**config.mk**
```make
export PLATFORM = sky130hd
export DESIGN_NAME = im_loader
export DESIGN_NICKNAME = d
export VERILOG_FILES = /design/src/rtl/im_loader.sv
export SDC_FILE = /design/constraint.sdc
export NUM_CORES = 1
export LEC_CHECK = 0
export ABC_AREA = 1
export CAP_MARGIN = 30
export CORE_MARGIN = 2
export CORE_UTILIZATION = 57
export DETAILED_ROUTE_END_ITERATION = 8
export DONT_BUFFER_PORTS = 1
export GPL_TIMING_DRIVEN = 0
export PLACE_DENSITY_LB_ADDON = 0.15
export SYNTH_ARGS = -nofsm -noshare
export SYNTH_HDL_FRONTEND = slang
export SYNTH_SLANG_ARGS = --single-unit
```
**constraint.sdc**
```tcl
create_clock -name clk -period 1.5 [get_ports clk]
set_clock_uncertainty 0.05 [all_clocks]
set_input_delay 0.45 -clock clk [delete_from_list [all_inputs] [get_ports clk]]
set_output_delay 0.45 -clock clk [all_outputs]
set_load 0.01 [all_outputs]
```
**src/rtl/im_loader.sv**
```systemverilog
// -----------------------------------------------------------------------------
// im_loader
//
// Byte-stream programming port for the instruction memory. It is the write side
// that sits opposite the PC-driven fetch port. A load is a length-prefixed,
// checksummed byte stream on a valid/ready handshake:
//
//   N (words) | 4*N payload bytes | checksum (sum of payload mod 256)
//
// Each accepted payload byte k becomes one byte write at address k. Addresses
// are big-endian within a word, so byte 4w carries instruction bits [31:24].
// The pipeline is held in reset (o_cpu_rst_n = 0) until a complete image has
// been loaded and its checksum matches.
//
// Ports
//   clk          system clock, rising edge
//   rst_n        asynchronous active-low reset
//   i_start      one-cycle load request (honoured in IDLE, DONE, ERR only)
//   i_in_valid   stream byte present
//   i_in_data    stream byte
//   o_in_ready   loader accepts a byte this cycle (LEN, DATA, CSUM)
//   o_im_we      byte write strobe to the instruction store
//   o_im_addr    byte address of the write
//   o_im_wdata   byte to write
//   o_busy       load in progress
//   o_done       image loaded and verified (level)
//   o_err        load aborted (level)
//   o_cpu_rst_n  active-low pipeline reset; high only in DONE
// -----------------------------------------------------------------------------
module im_loader #(
  parameter int DEPTH = 40            // store size in bytes, multiple of 4
) (
  input  logic        clk,
  input  logic        rst_n,
  input  logic        i_start,
  input  logic        i_in_valid,
  input  logic [7:0]  i_in_data,
  output logic        o_in_ready,
  output logic        o_im_we,
  output logic [31:0] o_im_addr,
  output logic [7:0]  o_im_wdata,
  output logic        o_busy,
  output logic        o_done,
  output logic        o_err,
  output logic        o_cpu_rst_n
);

  // Largest image the store can hold, in words. Derived, never overridden.
  localparam int MAXW = DEPTH / 4;
  // Counter must be able to represent DEPTH itself (6 bits for 40 bytes).
  localparam int CW   = $clog2(DEPTH + 1);

  typedef enum logic [2:0] {
    S_IDLE,
    S_LEN,
    S_DATA,
    S_CSUM,
    S_DONE,
    S_ERR
  } state_t;

  state_t          r_state;
  logic [CW-1:0]   r_cnt;        // index of the next payload byte
  logic [CW-1:0]   r_total;      // payload length in bytes (4*N)
  logic [7:0]      r_sum;        // running payload sum mod 256
  logic            r_in_ready;
  logic            r_im_we;
  logic [31:0]     r_im_addr;
  logic [7:0]      r_im_wdata;
  logic            r_busy;
  logic            r_done;
  logic            r_err;
  logic            r_cpu_rst_n;

  logic            w_xfer;
  logic            w_len_bad;
  logic            w_last_byte;

  // r_in_ready is a register, so the handshake has no path from i_in_valid.
  assign w_xfer      = i_in_valid & r_in_ready;
  // N is an unsigned byte: 255 is simply too large, never a wrapped small value.
  assign w_len_bad   = (i_in_data == 8'd0) || (i_in_data > 8'(MAXW));
  assign w_last_byte = (r_cnt == r_total - CW'(1));

  // NOTE: every register here is sequential state, so each is assigned with
  // non-blocking (<=) assignments; blocking ones would let later statements in
  // the same block see half-updated values and break the simulation/synthesis
  // match.
  always_ff @(posedge clk or negedge rst_n) begin
    if (!rst_n) begin
      r_state     <= S_IDLE;
      r_cnt       <= '0;
      r_total     <= '0;
      r_sum       <= '0;
      r_in_ready  <= 1'b0;
      r_im_we     <= 1'b0;
      r_im_addr   <= '0;
      r_im_wdata  <= '0;
      r_busy      <= 1'b0;
      r_done      <= 1'b0;
      r_err       <= 1'b0;
      r_cpu_rst_n <= 1'b0;
    end else begin
      // Write strobe is a single-cycle pulse per accepted payload byte.
      r_im_we <= 1'b0;

      case (r_state)
        S_IDLE, S_DONE, S_ERR: begin
          // in_ready is low here, so a byte offered with start is not taken.
          if (i_start) begin
            r_state     <= S_LEN;
            r_cnt       <= '0;
            r_total     <= '0;
            r_sum       <= '0;
            r_done      <= 1'b0;
            r_err       <= 1'b0;
            r_cpu_rst_n <= 1'b0;
            r_in_ready  <= 1'b1;
            r_busy      <= 1'b1;
          end
        end

        S_LEN: begin
          if (w_xfer) begin
            if (w_len_bad) begin
              r_state    <= S_ERR;
              r_err      <= 1'b1;
              r_in_ready <= 1'b0;
              r_busy     <= 1'b0;
            end else begin
              // N <= MAXW here, so 4*N always fits in CW bits.
              r_total <= CW'({i_in_data, 2'b00});
              r_state <= S_DATA;
            end
          end
        end

        S_DATA: begin
          if (w_xfer) begin
            r_im_we    <= 1'b1;
            r_im_addr  <= 32'(r_cnt);
            r_im_wdata <= i_in_data;
            r_sum      <= r_sum + i_in_data;
            r_cnt      <= r_cnt + CW'(1);
            if (w_last_byte) begin
              r_state <= S_CSUM;
            end
          end
        end

        S_CSUM: begin
          if (w_xfer) begin
            r_in_ready <= 1'b0;
            r_busy     <= 1'b0;
            // Bytes already written stay in the store on a mismatch.
            if (i_in_data == r_sum) begin
              r_state     <= S_DONE;
              r_done      <= 1'b1;
              r_cpu_rst_n <= 1'b1;
            end else begin
              r_state <= S_ERR;
              r_err   <= 1'b1;
            end
          end
        end

        default: begin
          r_state    <= S_IDLE;
          r_in_ready <= 1'b0;
          r_busy     <= 1'b0;
        end
      endcase
    end
  end

  assign o_in_ready  = r_in_ready;
  assign o_im_we     = r_im_we;
  assign o_im_addr   = r_im_addr;
  assign o_im_wdata  = r_im_wdata;
  assign o_busy      = r_busy;
  assign o_done      = r_done;
  assign o_err       = r_err;
  assign o_cpu_rst_n = r_cpu_rst_n;

endmodule
```
# Word level (Yosys, flattened, before mapping)
# Cells that the tools add are included.
word_totals:
  ff_bits: 41
  inputBits: 12
  out_inout_bits: 46
  elab_cells: 80
op_classes:
  n_addsub: 3
  magnitude_cmp: 1
  n_eq_ne: 16
  muxes: 33
  bitwise: 2
  reduce_logical: 15
ops:
  columns: ["cell", "count"]
  rows:
  - ["$mux W6", 4]
  - ["$pmux W6 S2", 2]
  - ["$mux W3", 6]
  - ["$ne A2 B2 Y1 const B", 9]
  - ["$mux W8", 2]
  - ["$pmux W8 S2", 1]
  - ["$mux W1", 14]
  - ["$pmux W3 S4", 1]
  - ["$reduce_and A5 Y1", 2]
  - ["$add A8 B8 Y8", 1]
  - ["$eq A8 B8 Y1", 1]
  - ["$gt A8 B4 Y1 const B", 1]
  - ["$logic_not A8 Y1", 1]
  - ["$reduce_and A4 Y1", 2]
  - ["$add A6 B1 Y6 const B", 1]
  - ["$eq A3 B2 Y1 const B", 2]
  - ["$eq A3 B3 Y1 const B", 2]
  - ["$eq A6 B6 Y1", 1]
  - ["$reduce_and A6 Y1", 1]
  - ["$reduce_bool A2 Y1", 3]
  - ["$sub A6 B1 Y6 const B", 1]
  - ["$pmux W1 S4", 1]
  - ["$eq A3 B1 Y1 const B", 1]
  - ["$logic_not A3 Y1", 1]
  - ["other kinds (9)", 9]

# Logic depth before layout (Yosys ltp)
logic_depth:
  ltp_word: 5
  depth_mapped: 12
  mapped_depth_nobuf: 12

# Least setup slack after synthesis
# No wires, ideal clock.
synth_timing:
  path_type: "in2reg"
  start: "in i_in_data[0]"
  end: "reg r_sum[4]"
  setup_ps: 135
  arrival_ps: 1439
  required_ps: 1315
  slack_ps: -125
  stages: 5
  n_path_buf: 0
  path_cell_list: "ha_1 > fa_1 > a31oi_1 > xor2_1 > o21ai_0"
synth_between:
  elab_chain_len: 3
synth_lines:
  columns: ["element", "line_no", "rtl"]
  rows:
  - ["start, declared", "37", "input logic [7:0] i_in_data,"]
  - ["$add A8 B8 Y8", "143", "r_sum <= r_sum + i_in_data;"]
  - ["$mux W8", "139", "if (w_xfer) begin"]
  - ["$pmux W8 S2", "107", "case (r_state)"]
  - ["end signal, assigned", "143", null]
  - ["end, declared", "65", "logic [7:0] r_sum;"]
# Every way passes these cells. The select of a mux whose other input is x is not followed.
# A chain may end at the register's enable or synchronous reset.

# Final worst setup path
layout_timing:
  start: "reg r_total[3]"
  end: "reg r_state[0]"
layout_between:
  elab_chain_len: 4
layout_lines:
  columns: ["element", "line_no", "rtl"]
  rows:
  - ["start, declared", "64", "logic [CW-1:0] r_total;"]
  - ["start signal, assigned", "132", "r_total <= CW'({i_in_data, 2'b00});"]
  - ["$sub A6 B1 Y6", "83", "assign w_last_byte = (r_cnt == r_total - CW'(1));"]
  - ["$eq A6 B6 Y1", "83", null]
  - ["$ne A2 B2 Y1 (no line)", null, null]
  - ["$reduce_and A5 Y1 (no line)", null, null]
  - ["end signal, assigned", "91", "r_state <= S_IDLE;"]
  - ["end signal, assigned", "111", "r_state <= S_LEN;"]
  - ["end signal, assigned", "126", "r_state <= S_ERR;"]
  - ["end, declared", "62", "state_t r_state;"]
# Every way passes these cells.

==> impl_metrics.yaml <==
cts:
  cts_tree: "yes"
  clk_pin_slew_ns: 0.08
  clk_latency_ns: 0.30
  cts_root_buf: "clkbuf_8"
  cts_buffer_depth: 2
  numCtsBuffers: 5
  cts_sinks: 39
  h-tree-depth: 2
synthesis:
  synthTopCellsByCount: "nand2_1, dfrtp_1, inv_1"
  ys.warnings.count: 0
  ys.flop_type: "dfrtp_1"
  synthArstFlopShare_pct: 100
  synth_cells: 312
  synth_top_area_share_pct: 40.9
  ys_top_cells_by_area: "dfrtp_1, nand2_1, buf_4"
  seq_area_frac_synth_pct: 40.9
  yosysMostFrequentCell: "nand2_1"
  yosysUniqueCellTypes: 31
  synth_seq_cells: 39
  synth_area_mm2: 0.00239
  synth-edff-count: 0
  synth_top_area_cell: "dfrtp_1"
  synth.avg_cell_area_um2: 7.66
sta:
  hold_viol: 0
  fin_setup_tns_ns: -0.518
  period_share_pct: 110
  rsz0062_at_grt: "yes"
  fin_ws_ns: -0.148
  clock.fmax_mhz: 607
  slew_viol_final: 0
  min_period_ns: 1.65
  final-setup-viol-count: 9
floorplanning:
  coreArea_mm2: 0.00403
  start_util_pct: 59.3
  die_area_mm2: 0.00472
  ios: 58
  rows: 23
  die_w_um: 68.7
  dieHeight_um: 68.7
detailed_routing:
  wirelength_um: 6020
  drtIter0Drc: 156
  vias: 2114
  wl_per_cell_um: 14.4
  postRouteAntennaNets: 0
  via_per_inst: 5.07
  drc_errors: 0
  firstDrtPassIters: 6
finish:
  stdcell_count: 417
  syn_to_final_growth_pct: 31.1
  drive_gt1_share_pct: 32.2
  finish.net_count: 388
  antennaDiodeCount: 0
  utilization_pct: 77.7
hold_path:
  hold-path-endpoint: "o_im_wdata[1]$_DFFE_PN0P_"
  whs_path_depth: 2
  hp-start: "i_in_data[1]"
  holdCritPathClass: "primary input to flip-flop"
place:
  io_buffers: 0
  dpl.hpwl_um: 3720
  place_inst: 387
  place_congestion: 0.849
critical_path:
  worstSetupEndpointType: "flip-flop"
  critPathMaxFanout: 3
  cp.arrival_ns: 1.78
  crit_type: "flip-flop to flip-flop"
  reg2reg_depth: 12
  startpoint_type: "flip-flop"
  reg2reg_slack_ns: -0.15
  regToRegStartpoint: "r_total[3]$_DFFE_PN0P_"
  cp.required_ns: 1.64
  r2r_end: "r_state[0]$_DFFE_PN0P_"
run_status:
  violations: "setup timing"
  outcome: "complete, but fails checks"
global_route:
  grt_overflow: 0
  grt_usage_pct: 24.7
  grt_pass1_vias: 1782
  grt_first_pass_wirelength_um: 8410
  grt_start_max_net_pins: 40
  antenna_found_initial: 0
power:
  power_density_mw_per_mm2: 1840
  max-vdd-ir-drop_mv: 1.20
  p_leak_nw: 1.67
run:
  cap_viol_max_count: 0
how the worst max path moves through the flow:
stage / startpoint / end / cells past startpoint
floorplan: i_in_data[0] / r_sum[4]$_DFFE_PN0P_ / 5
global route: r_total[3]$_DFFE_PN0P_ / r_state[0]$_DFFE_PN0P_ / 12
finish: r_total[3]$_DFFE_PN0P_ / r_state[0]$_DFFE_PN0P_ / 12
global placement: i_in_data[0] / r_sum[4]$_DFFE_PN0P_ / 5
detailed placement: i_in_data[0] / r_sum[4]$_DFFE_PN0P_ / 5
CTS: r_total[2]$_DFFE_PN0P_ / r_state[0]$_DFFE_PN0P_ / 12
placed cells by master, fill, tap and decap left out, types with 2 or more instances in the layout:
master and count:
inv_1 30, nor2_2 2, o21ai_1 13, nor3_1 2, inv_2 7, conb_1 26
clkinvlp_4 2, nand2_2 8, nand3_2 4, nor2_4 2, nand4_1 6, buf_6 3
dfrtp_2 3, a21oi_2 4, nand3_1 12, buf_4 47, o21ai_0 13, clkbuf_8 5
nor2_1 12, a21oi_1 3, bufinv_16 2, ha_4 8, nand2_1 86, nand2_4 7
dfrtp_1 36, inv_4 3, xor2_1 3
per-stage QoR:
stage / worst slack, ns / hold slack (ns) / power [mW] / area, µm²
after detailed placement: -0.176 / 0.105 / 3.74 / 2580
after global routing: -0.287 / 0.211 / 6.15 / 3130
after CTS: -0.0448 / 0.212 / 5.19 / 2910
final: -0.148 / 0.219 / 5.76 / 3130
after global placement: -0.168 / 0.105 / 3.64 / 2580
after floorplan: -0.0765 / 0.104 / 3.33 / 2510
final cells by class:
type                    instances  area [µm²]
plain buffers                  31         238
fillers                       282         897
inverters                      42         170
repair buffers                 22         184
flip-flops and latches         39         980
clock inverters                 3        67.6
well taps                      50        62.6
multi-input cells             225        1360
clock buffers                   5        68.8
cells by family after synthesis:
| logic type | count (synthesis) | synth area share [%] |
|---|---|---|
| other | 1 | 0.157 |
| flip-flops | 39 | 40.9 |
| AO/OA/AOI/OAI | 39 | 8.70 |
| AND/OR/NAND/NOR | 146 | 27.4 |
| adder cells (fa/ha/maj) | 10 | 5.55 |
| buffers and inverters | 73 | 15.9 |
| XOR/XNOR | 4 | 1.47 |
worst max-delay path, cell delays in order, from the launching register on:
cell and delay, ns:
dfrtp_1 0.41, inv_2 0.09, ha_4 0.21, nand2_2 0.07
nand2_2 0.04, nor2_1 0.10, nand2_1 0.07, nor2_1 0.09
nand2_1 0.10, nand2_2 0.11, nand3_2 0.06, nand2_1 0.07
nand2_1 0.06
registers in the layout (all words and copies together) (netlist names):
register	count
r_state	3
o_im_we	1
o_busy	1
o_err	1
r_cnt	6
o_im_wdata	8
r_total	4
r_sum	8
o_cpu_rst_n	1
o_im_addr	6
where the power goes:
part           leakage (nW)  internal, mW  switching, mW
Sequential            0.517          1.42          0.417
Combinational          1.09          1.25           1.59
Clock                0.0644         0.664          0.410
Total                  1.67          3.34           2.42
repair_timing:
| action | 4_1_cts | 5_1_grt |
|---|---|---|
| endpoints found under the hold margin | 39 | 0 |
| resized for setup | 23 | 48 |
| setup endpoints to repair | 23 | 33 |
| hold buffers | 2 | 0 |
| buffers inserted | 8 | 12 |
| pin swaps | 12 | 35 |
metal layers:
metal | GRT usage [%] | vias to the layer above | routed length (µm)
met5 | 0 | - | 0
met4 | 9.56 | 0 | 153
met3 | 7.47 | 15 | 473
met2 | 39.9 | 84 | 2940
met1 | 31.0 | 974 | 2450
li1 | - | 1041 | -
No activity file was read; power rests on OpenSTA's default activity.
